--- src/rtl/wisc_pkg.sv ---
// Shared WISC encodings: opcodes, branch condition codes and the flag-stage FSM states.
package wisc_pkg;

    localparam logic [3:0] OpAdd = 4'b0000;
    localparam logic [3:0] OpSub = 4'b0001;
    localparam logic [3:0] OpXor = 4'b0010;
    localparam logic [3:0] OpSll = 4'b0100;
    localparam logic [3:0] OpSra = 4'b0101;
    localparam logic [3:0] OpRor = 4'b0110;
    localparam logic [3:0] OpB   = 4'b1100;
    localparam logic [3:0] OpBr  = 4'b1101;
    localparam logic [3:0] OpHlt = 4'b1111;

    localparam logic [2:0] CondNe = 3'b000;
    localparam logic [2:0] CondEq = 3'b001;
    localparam logic [2:0] CondGt = 3'b010;
    localparam logic [2:0] CondLt = 3'b011;
    localparam logic [2:0] CondGe = 3'b100;
    localparam logic [2:0] CondLe = 3'b101;
    localparam logic [2:0] CondOv = 3'b110;
    localparam logic [2:0] CondUn = 3'b111;

    typedef enum logic [0:0] {StRun, StHalt} state_e;

endpackage

--- src/rtl/flag_unit.sv ---
// Architectural Z/V/N flag register, per-opcode write mask and branch condition evaluation.
// With FLAG_BYPASS_EN defined, conditions see flags being written in the same cycle.
module flag_unit
    import wisc_pkg::*;
(
    input  logic        clk,
    input  logic        rst_n,
    input  logic        upd,
    input  logic [3:0]  opcode,
    input  logic [15:0] alu_result,
    input  logic        alu_ovfl,
    input  logic        br_en,
    input  logic [2:0]  cond,
    output logic        flag_z,
    output logic        flag_v,
    output logic        flag_n,
    output logic        branch_taken
);

    logic z_q, v_q, n_q;
    logic z_d, v_d, n_d;
    logic wr_nzv, wr_z;
    logic ez, ev, en;
    logic cond_ok;

    always_comb begin
        wr_nzv = 1'b0;
        wr_z   = 1'b0;
        if (upd) begin
            case (opcode)
                OpAdd, OpSub:                 wr_nzv = 1'b1;
                OpXor, OpSll, OpSra, OpRor:   wr_z   = 1'b1;
                default: ;
            endcase
        end
        z_d = (wr_nzv || wr_z) ? (alu_result == 16'h0000) : z_q;
        n_d = wr_nzv ? alu_result[15] : n_q;
        v_d = wr_nzv ? alu_ovfl : v_q;
    end

    always_ff @(posedge clk or negedge rst_n) begin
        if (!rst_n) begin
            z_q <= 1'b0;
            v_q <= 1'b0;
            n_q <= 1'b0;
        end else begin
            z_q <= z_d;
            v_q <= v_d;
            n_q <= n_d;
        end
    end

`ifdef FLAG_BYPASS_EN
    assign ez = z_d;
    assign ev = v_d;
    assign en = n_d;
`else
    assign ez = z_q;
    assign ev = v_q;
    assign en = n_q;
`endif

    always_comb begin
        cond_ok = 1'b0;
        case (cond)
            CondNe:  cond_ok = ~ez;
            CondEq:  cond_ok = ez;
            CondGt:  cond_ok = ~ez & ~en;
            CondLt:  cond_ok = en;
            CondGe:  cond_ok = ez | (~ez & ~en);
            CondLe:  cond_ok = en | ez;
            CondOv:  cond_ok = ev;
            CondUn:  cond_ok = 1'b1;
            default: cond_ok = 1'b0;
        endcase
    end

    assign branch_taken = br_en && ((opcode == OpB) || (opcode == OpBr)) && cond_ok;
    assign flag_z = z_q;
    assign flag_v = v_q;
    assign flag_n = n_q;

endmodule

--- src/rtl/alu_flag_stage.sv ---
// EX/MEM pipeline register with RUN/HALT FSM; flags and branch resolution live in flag_unit.
// Optional FLAG_BYPASS_EN (see flag_unit) lets conditions use same-cycle flag writes.
module alu_flag_stage
    import wisc_pkg::*;
(
    input  logic        clk,
    input  logic        rst_n,
    input  logic        in_valid,
    input  logic [3:0]  opcode,
    input  logic [15:0] alu_result,
    input  logic        alu_ovfl,
    input  logic [3:0]  dst_reg,
    input  logic        reg_write,
    input  logic [2:0]  cond,
    input  logic        stall,
    input  logic        flush,
    output logic        ex_valid,
    output logic [15:0] ex_result,
    output logic [3:0]  ex_dst,
    output logic        ex_reg_write,
    output logic        flag_z,
    output logic        flag_v,
    output logic        flag_n,
    output logic        branch_taken,
    output logic        halted
);

    state_e state_q, state_d;
    logic   accept;

    assign accept = in_valid && !stall && !flush && (state_q == StRun);

    always_comb begin
        state_d = state_q;
        case (state_q)
            StRun:   if (accept && (opcode == OpHlt)) state_d = StHalt;
            StHalt:  state_d = StHalt;
            default: state_d = StRun;
        endcase
    end

    always_ff @(posedge clk or negedge rst_n) begin
        if (!rst_n) begin
            state_q <= StRun;
        end else begin
            state_q <= state_d;
        end
    end

    // flush beats stall; a plain bubble also drops the write enable
    always_ff @(posedge clk or negedge rst_n) begin
        if (!rst_n) begin
            ex_valid     <= 1'b0;
            ex_result    <= 16'h0000;
            ex_dst       <= 4'h0;
            ex_reg_write <= 1'b0;
        end else if (flush) begin
            ex_valid     <= 1'b0;
            ex_reg_write <= 1'b0;
        end else if (!stall) begin
            ex_valid     <= accept;
            ex_reg_write <= accept && reg_write;
            if (accept) begin
                ex_result <= alu_result;
                ex_dst    <= dst_reg;
            end
        end
    end

    flag_unit u_flag_unit (
        .clk          (clk),
        .rst_n        (rst_n),
        .upd          (accept),
        .opcode       (opcode),
        .alu_result   (alu_result),
        .alu_ovfl     (alu_ovfl),
        .br_en        (in_valid && (state_q == StRun)),
        .cond         (cond),
        .flag_z       (flag_z),
        .flag_v       (flag_v),
        .flag_n       (flag_n),
        .branch_taken (branch_taken)
    );

    assign halted = (state_q == StHalt);

endmodule
--- config.mk ---
export PLATFORM = sky130hd
export DESIGN_NAME = alu_flag_stage
export DESIGN_NICKNAME = d
export VERILOG_FILES = /design/src/rtl/wisc_pkg.sv /design/src/rtl/flag_unit.sv /design/src/rtl/alu_flag_stage.sv
export SDC_FILE = /design/constraint.sdc
export NUM_CORES = 1
export LEC_CHECK = 0
export ABC_CLOCK_PERIOD_IN_PS = 2500
export CAP_MARGIN = 20
export CORE_ASPECT_RATIO = 0.9
export CORE_UTILIZATION = 30
export DETAILED_ROUTE_END_ITERATION = 10
export PLACE_DENSITY = 0.65
export REMOVE_ABC_BUFFERS = 1
export SETUP_SLACK_MARGIN = 0.4
export SLEW_MARGIN = 20
export SYNTH_ARGS = -nofsm -noshare
export SYNTH_HDL_FRONTEND = slang
export SYNTH_HIERARCHICAL = 1
export SYNTH_SLANG_ARGS = --single-unit
--- constraint.sdc ---
create_clock -name clk -period 2.5 [get_ports clk]
set_input_delay 0.625 -clock clk [delete_from_list [all_inputs] [get_ports clk]]
set_output_delay 0.625 -clock clk [all_outputs]
set_load 0.01 [all_outputs]
==> flow_metrics.py, run 1 <==
metrics = {
    "run_status": {
        "status": "completed",
    },
    "timing": {
        "period_utilization_pct": 86.9,
        "final-setup-viol-count": 0,
        "achievable-frequency_mhz": 460,
        "worst_hold_slack_ps": 498,
        "setup_slack_ps": 328,
        "worst_slew_margin_rel_pct": 75.6,
        "slew_violations": 0,
        "worst_slew_pin_slew_ps": 362,
        "finalCriticalPeriod_ps": 2170,
        "final-hold-violation-count": 0,
        "fin_setup_tns_ps": 0,
        "worst_clock_skew_ps": 9.34,
        "grt_setup_unrepaired": "yes",
    },
    "synthesis": {
        "syn-instance-count": 79,
        "ys_top_cells_by_area": "sky130_fd_sc_hd__dfrtp_1 (57%), sky130_fd_sc_hd__mux2_2 (22%), sky130_fd_sc_hd__nor4_1 (2.2%)",
        "synth_largest_type_area_fraction_pct": 56.8,
        "number_of_storage_elements_in_the_synthesis_netlist": 26,
        "yosysSeqAreaShare_pct": 56.8,
        "synth_area_mm2": 0.00114,
        "syn_area_per_cell_um2": 14.5,
        "synth_top_flop_cell": "sky130_fd_sc_hd__dfrtp_1",
        "post_synth_most_frequent_cells": "sky130_fd_sc_hd__dfrtp_1 (26), sky130_fd_sc_hd__mux2_2 (22), sky130_fd_sc_hd__nor4_1 (4)",
        "synth_top_area_cell": "sky130_fd_sc_hd__dfrtp_1",
        "yosys.cell_types.count": 24,
        "synth-async-reset-ratio_pct": 100,
        "synth-warning-count": 6,
        "cell_with_the_most_instances_after_synthesis": "sky130_fd_sc_hd__dfrtp_1",
        "count_of_flip_flops_with_a_built_in_enable_after_synthesis": 0,
    },
    "power": {
        "power_frac_comb_pct": 30.1,
        "p_per_area_mw_per_mm2": 662,
        "power_frac_seq_pct": 42.7,
        "clock_power_share_pct": 27.2,
        "power_switching_mw": 0.309,
        "power.static_leakage_nw": 0.787,
        "total_power_mw": 1.27,
        "max-vdd-ir-drop_v": 0.000380,
        "cell_internal_power_dissipation_mw": 0.964,
        "sw_frac_of_total_pct": 24.3,
    },
    "cts": {
        "htreeDepth": 1,
        "clock_root_buffer": "sky130_fd_sc_hd__clkbuf_8",
        "clk_latency_ps": 270,
        "cts-hold-fix-buffers": 0,
        "clk_buf_depth": 2,
        "cts_made_buffers": 3,
        "cts_tree": "built",
        "clkSinkCount": 26,
        "clkTransAtPathRegs_ps": 90,
    },
    "global_routing": {
        "global_route_wire_length_before_repair_mm": 4.42,
        "grt_antenna_before_repair": 0,
        "grt_max_degree": 27,
        "total_gr_overflow": 0,
        "first_global_vias": 1006,
        "gr-usage-all-layers_pct": 14.8,
    },
    "routing": {
        "drt-pass1-iter-count": 2,
        "drt_total_wl_mm": 2.77,
        "ant_nets": 0,
        "post-route-drc-count": 0,
        "vias_per_cell": 4.79,
        "detailroute.via_count": 930,
        "dr.first_iter.drc_count": 16,
        "drt-wirelength-per-cell_um": 14.3,
    },
    "die": {
        "die_boundary_height_um": 60.6,
        "chipWidth_um": 67.1,
        "design.die.area_mm2": 0.00407,
        "design.portCount": 61,
        "initial_core_util_pct": 32.7,
        "fp-row-count": 20,
        "core_region_area_mm2": 0.00350,
    },
    "layout": {
        "antenna_cells_inserted": 0,
        "final.fill_count": 317,
        "drive_gt1_share_pct": 30.0,
        "area_growth_pct": 68.0,
        "nNetsFinal": 185,
    },
    "worst_setup_path": {
        "timing.critical_path.fanout_max": 4,
        "critPathLaunchType": "flop",
        "cpMaxStageDelayCell": "sky130_fd_sc_hd__dfrtp_1",
        "cp_data_required_time_ps": 1880,
        "timing.critical_path.cells": "or3b_1, a311oi_2, a211oi_2, buf_2",
        "path_buf_inv": 1,
        "crit_path_max_incr_delay_ps": 420,
        "critPathKind": "reg -> out",
        "critical_path_arrival_ps": 1550,
        "end_kind": "output pin",
        "cp_top_family": "flip-flops",
    },
    "placed_design": {
        "placement.io_buffers": 60,
        "gpl.final_weighted_congestion": 0.650,
        "place.detailed.hpwl_mm": 2.10,
        "place_worst_setup_slack_ps": -444,
    },
    "hold_path": {
        "min_path_type": "reg -> reg",
    },
    "job": {
        "max_cap_violations": 0,
    },
}
==> path summary, 6_finish.rpt <==
| kind | start | endpoint | slack, ps | depth (start not counted) |
|---|---|---|---|---|
| setup / recovery | u_flag_unit/flag_z$_DFFE_PN0P_ | branch_taken | 330 | 4 |
| hold / removal | ex_result[1]$_DFFE_PN0P_ | ex_result[1]$_DFFE_PN0P_ | 500 | 1 |
| setup reg to reg | halted$_DFF_PN0_ | ex_result[0]$_DFFE_PN0P_ | 890 | 3 |
| hold reg to reg | ex_result[1]$_DFFE_PN0P_ | ex_result[1]$_DFFE_PN0P_ | 500 | 1 |
| max in group asynchronous | rst_n | u_flag_unit/flag_n$_DFFE_PN0P_ | 1520 | 2 |
| min in group asynchronous | rst_n | ex_dst[1]$_DFFE_PN0P_ | 700 | 2 |
==> state kept, by name (all words and copies together) (netlist names) <==
signal and count:
u_flag_unit/flag_n 1, ex_dst 4, ex_reg_write 1, u_flag_unit/flag_z 1, ex_result 16, halted 1, ex_valid 1, u_flag_unit/flag_v 1
==> worst register-to-register path: cells and delay by family, from the launching register on <==
kind                   cells  cell delay, ps
multiplexers               1             380
buffers and inverters      1             330
AND/OR/NAND/NOR            1             320
flip-flops                 1             460
==> kinds of logic after synthesis <==
kind of cell	Yosys count	synth area share (%)
AO/OA/AOI/OAI	8	5.03
AND/OR/NAND/NOR	18	12.4
flip-flops	26	56.8
multiplexers	24	23.5
buffers and inverters	3	2.29
==> cell usage in the layout, fill, tap and decap left out, types with 2 or more instances in the layout <==
master,count
sky130_fd_sc_hd__dfrtp_1,25
sky130_fd_sc_hd__nor4_1,4
sky130_fd_sc_hd__nand2_1,2
sky130_fd_sc_hd__nand2b_1,2
sky130_fd_sc_hd__dlygate4sd2_1,5
sky130_fd_sc_hd__a21oi_1,3
sky130_fd_sc_hd__buf_4,9
sky130_fd_sc_hd__mux2_2,22
sky130_fd_sc_hd__clkdlybuf4s50_1,52
sky130_fd_sc_hd__a211oi_2,2
sky130_fd_sc_hd__clkbuf_8,3
==> power by group through the flow <==
stage	registers (mW)	clock network [mW]	logic (mW)
after global routing	0.558	0.368	0.414
after global placement	0.548	0	0.374
after floorplan	0.583	0	0.0962
final	0.544	0.346	0.383
after detailed placement	0.552	0	0.379
after CTS	0.544	0.356	0.388
==> metal layers <==
| metal | up-vias | track usage (%) | routed length (um) |
|---|---|---|---|
| li1 | 437 | - | - |
| met1 | 452 | 16.3 | 1110 |
| met2 | 39 | 26.7 | 1400 |
| met3 | 2 | 4.70 | 239 |
| met4 | 0 | 5.47 | 15 |
| met5 | - | 0 | 0 |
==> stage by stage <==
stage	area, um2	cells	utilization (%)
final	1920	194	54.9
after global routing	1920	194	54.9
after CTS	1920	194	54.7
after detailed placement	1830	188	52.3
after global placement	1830	188	52.3
after floorplan	1120	77	-
==> what timing repair did <==
action | CTS | global route
gates cloned | 0 | 0
pin swaps | 5 | 0
gates resized for setup | 20 | 2
buffers inserted | 2 | 0
setup endpoints to repair | 1 | 3
==> cell type report <==
class / instances / area [um2] / area share (%)
timing repair buffer: 69 / 658 / 34.2
sequential: 26 / 652 / 33.9
multi-input combinational: 50 / 483 / 25.1
tap: 44 / 55.1 / 2.86
clock buffer: 3 / 41.3 / 2.15
clock inverter: 1 / 30.0 / 1.56
inverter: 1 / 3.75 / 0.195
Note: power is estimated with default switching activity, not from simulation.
==> run 2, diff against run 1 <==
--- a/config.mk
+++ b/config.mk
@@ -6,7 +6,7 @@
 export NUM_CORES = 1
 export LEC_CHECK = 0
 export ABC_CLOCK_PERIOD_IN_PS = 2500
-export CAP_MARGIN = 20
+export CAP_MARGIN = 15
 export CORE_ASPECT_RATIO = 0.9
 export CORE_UTILIZATION = 30
 export DETAILED_ROUTE_END_ITERATION = 10
==> results of run 2 <==
Final layout, timing and power as in run 1 (identical DEF).
==> run 3, diff against run 2 <==
--- a/config.mk
+++ b/config.mk
@@ -5,12 +5,13 @@
 export SDC_FILE = /design/constraint.sdc
 export NUM_CORES = 1
 export LEC_CHECK = 0
-export ABC_CLOCK_PERIOD_IN_PS = 2500
+export ABC_CLOCK_PERIOD_IN_PS = 2400
 export CAP_MARGIN = 15
 export CORE_ASPECT_RATIO = 0.9
 export CORE_UTILIZATION = 30
 export DETAILED_ROUTE_END_ITERATION = 10
-export PLACE_DENSITY = 0.65
+export DONT_BUFFER_PORTS = 1
+export PLACE_DENSITY = 0.45
 export REMOVE_ABC_BUFFERS = 1
 export SETUP_SLACK_MARGIN = 0.4
 export SLEW_MARGIN = 20
==> constraint.sdc (replaced) <==
create_clock -name clk -period 2.4 [get_ports clk]
set_input_delay 0.6 -clock clk [delete_from_list [all_inputs] [get_ports clk]]
set_output_delay 0.6 -clock clk [all_outputs]
set_load 0.01 [all_outputs]
==> run 3 against run 2 <==
Effect of this change:
- first-iteration DRC count is the same
- combinational power shrank 70%
- routed wire length shrank 21%
- clock skew shrank 7.8 ps
- design area shrank 36%
- critical path depth shrank 1
- core utilization shrank 20 points
- clock power shrank 33%
- via count shrank 28%
- worst hold slack lost 470 ps
- clock-buffer cell count is the same
==> flow_metrics.py, run 3 (same netlist as run 1, synthesis figures left out) <==
metrics = {
    "run_status": {
        "status": "completed",
    },
    "die": {
        "design.portCount": 61,
        "chipWidth_um": 67.1,
        "initial_core_util_pct": 32.7,
        "fp-row-count": 20,
        "design.die.area_mm2": 0.00407,
        "core_region_area_mm2": 0.00350,
        "die_boundary_height_um": 60.6,
    },
    "global_routing": {
        "first_global_vias": 709,
        "grt_max_degree": 27,
        "globalRoute.busiestLayer": "met2",
        "gr-usage-all-layers_pct": 10.8,
        "gr-usage-met3_pct": 5.08,
        "global_route_wire_length_before_repair_mm": 3.17,
        "total_gr_overflow": 0,
        "grt_antenna_before_repair": 0,
        "use_met1_pct": 13.0,
        "met2_usage_pct": 17.0,
    },
    "routing": {
        "detailroute.via_count": 671,
        "post-route-drc-count": 0,
        "drt-pass1-iter-count": 2,
        "ant_nets": 0,
        "drt-wirelength-per-cell_um": 17.4,
        "drt_total_wl_mm": 2.18,
        "vias_per_cell": 5.37,
        "dr.first_iter.drc_count": 16,
    },
    "cts": {
        "clk_latency_ps": 260,
        "clkSinkCount": 26,
        "clock_root_buffer": "sky130_fd_sc_hd__clkbuf_8",
        "cts_made_buffers": 3,
        "cts_tree": "built",
        "clk_buf_depth": 2,
        "clkTransAtPathRegs_ps": 80,
        "htreeDepth": 1,
        "cts-hold-fix-buffers": 0,
    },
    "layout": {
        "registers.top_by_ff_count": "ex_result",
        "layout.cells.most_common": "sky130_fd_sc_hd__dfrtp_1",
        "largest_register_ffs": 16,
        "drive_gt1_share_pct": 43.2,
        "layout_top_registers": "ex_result x16, ex_dst x4",
        "final_core_area_utilization_pct": 35.4,
        "antenna_cells_inserted": 0,
        "area_growth_pct": 8.31,
        "design_area_mm2": 0.00124,
        "most-common-layout-cells": "sky130_fd_sc_hd__dfrtp_1 (24), sky130_fd_sc_hd__mux2_2 (22), sky130_fd_sc_hd__nor4_1 (4), sky130_fd_sc_hd__a21oi_1 (3), sky130_fd_sc_hd__clkbuf_8 (3)",
        "nNetsFinal": 117,
    },
    "worst_setup_path": {
        "critPathKind": "reg -> out",
        "rr_startpoint": "halted$_DFF_PN0_",
        "critPathLaunchType": "flop",
        "first_element_of_the_critical_path": "u_flag_unit/flag_z$_DFFE_PN0P_",
        "critical_path_arrival_ps": 1420,
        "cp_data_required_time_ps": 1800,
        "timing.critical_path.fanout_max": 6,
        "end_kind": "output pin",
    },
    "power": {
        "p_per_area_mw_per_mm2": 775,
        "sw_frac_of_total_pct": 26.1,
        "power_frac_comb_pct": 11.9,
        "cell_internal_power_dissipation_mw": 0.710,
        "power_frac_seq_pct": 64.0,
        "clock_power_share_pct": 24.0,
        "max-vdd-ir-drop_v": 0.000355,
        "power.static_leakage_nw": 0.489,
        "power_switching_mw": 0.251,
        "total_power_mw": 0.961,
    },
    "timing": {
        "worst_slew_margin_rel_pct": 74.1,
        "final-setup-viol-count": 0,
        "slew_violations": 0,
        "setup_slack_ps": 380,
        "worst_clock_skew_ps": 1.54,
        "period_utilization_pct": 84.2,
        "grt_setup_unrepaired": "yes",
        "worst_slew_pin_slew_ps": 386,
        "finalCriticalPeriod_ps": 2020,
        "fin_setup_tns_ps": 0,
        "achievable-frequency_mhz": 495,
        "final-hold-violation-count": 0,
    },
    "placed_design": {
        "detailed_place.area_mm2": 0.00118,
        "place_worst_setup_slack_ps": 461,
        "gpl.final_weighted_congestion": 0.604,
        "placement.io_buffers": 0,
        "place.detailed.hpwl_mm": 1.64,
    },
    "job": {
        "max_cap_violations": 0,
    },
    "hold_path": {
        "min_path_type": "in -> async",
    },
}
## run 3: area by class of cell
class | instances | area [um2]
Sequential cell | 26 | 653
Multi-Input combinational cell | 50 | 479
Inverter | 1 | 3.75
Fill cell | 354 | 2260
Timing Repair Buffer | 1 | 7.51
Tap cell | 44 | 55.1
Clock buffer | 3 | 41.3
## run 3: layer usage
layer	vias up	wire length, um
li1	301	-
met1	334	863
met2	34	1070
met3	2	228
met4	0	13
met5	-	0
## run 3: worst max-delay path, cell delays in order (launching register included)
cell and delay [ps]:
sky130_fd_sc_hd__dfrtp_2 460, sky130_fd_sc_hd__or3b_4 390, sky130_fd_sc_hd__a311oi_2 220, sky130_fd_sc_hd__a211oi_2 90
## run 3: final timing paths
path	endpoint	slack (ps)	cells past startpoint
setup / recovery	branch_taken	380	3
hold / removal	u_flag_unit/flag_n$_DFFE_PN0P_	30	0
min in group clk	ex_reg_write$_DFFE_PN0P_	390	1
max in group asynchronous	u_flag_unit/flag_z$_DFFE_PN0P_	2290	0
hold reg to reg	ex_valid$_DFFE_PN0P_	580	2
setup reg to reg	u_flag_unit/flag_v$_DFFE_PN0P_	730	4
## run 3: timing repair
item                                    4_1_cts  5_1_grt
cloned                                        0        0
resized for setup                             3        3
endpoints found under the setup margin        1        1
pin swaps                                     1        0
setup buffers                                 0        0
## run 3: through the flow
stage	hold slack, ps	instances
5_1_grt	2.06	125
4_1_cts	7.71	125
3_3_place_gp	305	122
3_5_place_dp	305	122
6_report	25.2	125
2_1_floorplan	304	77
## run 3: power by group through the flow
| stage | Sequential (mW) | Clock, mW | Combinational, mW |
|---|---|---|---|
| floorplan | 0.607 | 0 | 0.100 |
| global placement | 0.625 | 0 | 0.106 |
| detailed placement | 0.626 | 0 | 0.112 |
| CTS | 0.618 | 0.253 | 0.113 |
| global route | 0.630 | 0.262 | 0.126 |
| finish | 0.616 | 0.231 | 0.115 |
==> RTL edit (settings of run 2) <==
Make the reset (`rst_n`) synchronous in 3 clocked blocks.
--- a/src/rtl/flag_unit.sv
+++ b/src/rtl/flag_unit.sv
@@ -38,7 +38,7 @@
         v_d = wr_nzv ? alu_ovfl : v_q;
     end
 
-    always_ff @(posedge clk or negedge rst_n) begin
+    always_ff @(posedge clk) begin
         if (!rst_n) begin
             z_q <= 1'b0;
             v_q <= 1'b0;
--- a/src/rtl/alu_flag_stage.sv
+++ b/src/rtl/alu_flag_stage.sv
@@ -39,7 +39,7 @@
         endcase
     end
 
-    always_ff @(posedge clk or negedge rst_n) begin
+    always_ff @(posedge clk) begin
         if (!rst_n) begin
             state_q <= StRun;
         end else begin
@@ -48,7 +48,7 @@
     end
 
     // flush beats stall; a plain bubble also drops the write enable
-    always_ff @(posedge clk or negedge rst_n) begin
+    always_ff @(posedge clk) begin
         if (!rst_n) begin
             ex_valid     <= 1'b0;
             ex_result    <= 16'h0000;
Function: differs if rst_n is asserted again (counterexample within 4 cycles, from zero or initial values and one cycle with rst_n low); with rst_n held inactive, the same outputs for 10 cycles.
==> RTL edit against run 2 <==
Worst setup slack worse by 0.0033 ns. Clock skew down 0.0074 ns. Sequential cell count unchanged. Final area up 4.7%. First-iteration DRC count up 88%. Routed wire length up 11%. Area after synthesis up 5.2%. Register-to-register slack better by 0.19 ns. Final cell count up 27%. Synthesized cell count up 66%.
Power is not compared: it rests on default switching activity, and its combinational part moved more than twofold at a synthesized area within 25%.
==> RTL edit: results (changes against run 2) <==
Top Registers -> ex_result x16, ex_dst x4 (unchanged)
cell count after placement -> 239 (was 188)
clk_lat worst skew -> 0.26 ns
WL final -> 3060 um (was 2770 um)
Largest stage delay, worst path -> 0.29 ns (was 0.42 ns)
FF-to-FF End -> ex_result[5]$_SDFFE_PN0P_ (was ex_result[0]$_DFFE_PN0P_)
first-pass GRT wire length -> 4930 um (was 4420 um)
worst slew slack as a fraction of its limit -> 74.6% (was 75.6%)
vias in the first global route -> 1176 (was 1006)
slowest CP cell -> maj3_2 (was dfrtp_1)
layout cells sized above 1 -> 18.0% (was 30.0%)
Primary FF master, synth -> dfxtp_1 (was dfrtp_1)
clock slew at reported path FFs -> 0.09 ns (about the same)
GRT Overall Usage -> 15.0% (was 14.8%)
Seq pwr share -> 46.0%
fraction of registers with async set/reset -> 0% (was 100%)
crit path max fanout -> 3 (was 4)
Final HPWL DP -> 2360 um (was 2100 um)
post-DR vias/cell -> 4.79 (about the same)
Post-synth top cells -> nand2_1 (43), dfxtp_1 (26), mux2i_1 (22) (was dfrtp_1 (26), mux2_2 (22), nor4_1 (4))
delay-heaviest family, CP -> buffers and inverters (was flip-flops)
worst r2r src -> halted$_SDFF_PN0_ (was halted$_DFF_PN0_)
initial drt markers -> 30 (was 16)
Gate Count Post-Synth -> 131 (was 79)
largest net degree at the start of global routing -> 21 (was 27)
Detailed Routing Iterations Pass 1 -> 4 (was 2)
Cell Area, Placed -> 1890 um2 (was 1830 um2)
H-tree levels -> 1 (unchanged)
Fillers -> 367 (was 317)
Final Wtd Congestion -> 0.671 (was 0.650)
r2r setup slk -> 1.08 ns (was 0.89 ns)
clock skew -> 0.00193 ns (was 0.00934 ns)
post-synth cell types -> 28 (was 24)
outcome -> completed (unchanged)
Post-Layout Cell Count -> 246 (was 194)
register area share after synthesis -> 43.2% (was 56.8%)
largest cells by area after synthesis -> dfxtp_1 (43%), mux2i_1 (18%), nand2_1 (13%) (was dfrtp_1 (57%), mux2_2 (22%), nor4_1 (2.2%))
P_clk -> 0.342 mW
RTL edit: cell count changes in the layout (fill, tap and decap cells not counted), moves of 3 or more:
cell           before  now
buf_4               9   13
dfrtp_1            25    0
dfxtp_1             0   23
dfxtp_2             0    3
dlygate4sd2_1       5    0
mux2_2             22    0
mux2i_1             1   22
nand2_1             2   43
RTL edit: worst min path at each step:
| stage | from | end | slack (ns) | depth (start not counted) |
|---|---|---|---|---|
| after CTS | ex_result[13]$_SDFFE_PN0P_ | ex_result[13]$_SDFFE_PN0P_ | 0.46 | 2 |
| final | ex_result[13]$_SDFFE_PN0P_ | ex_result[13]$_SDFFE_PN0P_ | 0.46 | 2 |
| after global placement | ex_reg_write$_SDFFE_PP0N_ | ex_reg_write$_SDFFE_PP0N_ | 0.44 | 2 |
| after detailed placement | ex_result[13]$_SDFFE_PN0P_ | ex_result[13]$_SDFFE_PN0P_ | 0.45 | 2 |
| after global routing | ex_result[4]$_SDFFE_PN0P_ | ex_result[4]$_SDFFE_PN0P_ | 0.49 | 2 |
| after floorplan | ex_reg_write$_SDFFE_PP0N_ | ex_reg_write$_SDFFE_PP0N_ | 0.48 | 2 |
RTL edit: kinds of logic (layout without fill, tap and decap cells):
group	after synthesis	in the layout	share of synthesized area, %
adders and majority gates	1	1	0.935
DFF	26	26	43.2
and+or+nand+nor	65	65	28.9
buffers and inverters	8	77	3.74
muxes	22	22	18.3
AOI/OAI and AO/OA	9	9	4.98
RTL edit: worst reg2reg max path: stages, from the launching register on:
cell,delay (ns)
dfxtp_2,0.37
nor4b_4,0.35
buf_4,0.39
mux2i_1,0.25
RTL edit: final cells by class:
class	instances	area [um2]	area share, %
clock buffers	3	41.3	2.05
clock inverters	1	30.0	1.49
inverters	1	3.75	0.186
multi-input cells	97	669	33.3
flip-flops and latches	26	524	26.0
well taps	46	57.6	2.86
repair buffers	72	687	34.1
RTL edit: routing by layer:
metal,wire [um],share of wire (%),vias to the layer above,track usage [%]
met4,14,0.46,0,3.06
li1,-,-,587,-
met5,0,0,-,0
met2,1530,50,41,26.5
met3,275,9.0,2,5.70
met1,1240,41,548,16.6
RTL edit: what timing repair did:
| item | CTS | global route |
|---|---|---|
| hold endpoints to repair | 0 | 0 |
| endpoints found under the setup margin | 1 | 1 |
| gates resized for setup | 25 | 14 |
| pin swaps | 3 | 4 |
| buffers inserted | 3 | 0 |
RTL edit: metrics by stage:
step	TNS, ns	worst slack [ns]
after detailed placement	-0.526	-0.526
final	0	0.324
after global routing	0	0.304
after global placement	-0.401	-0.401
after floorplan	0	0.109
after CTS	0	0.201
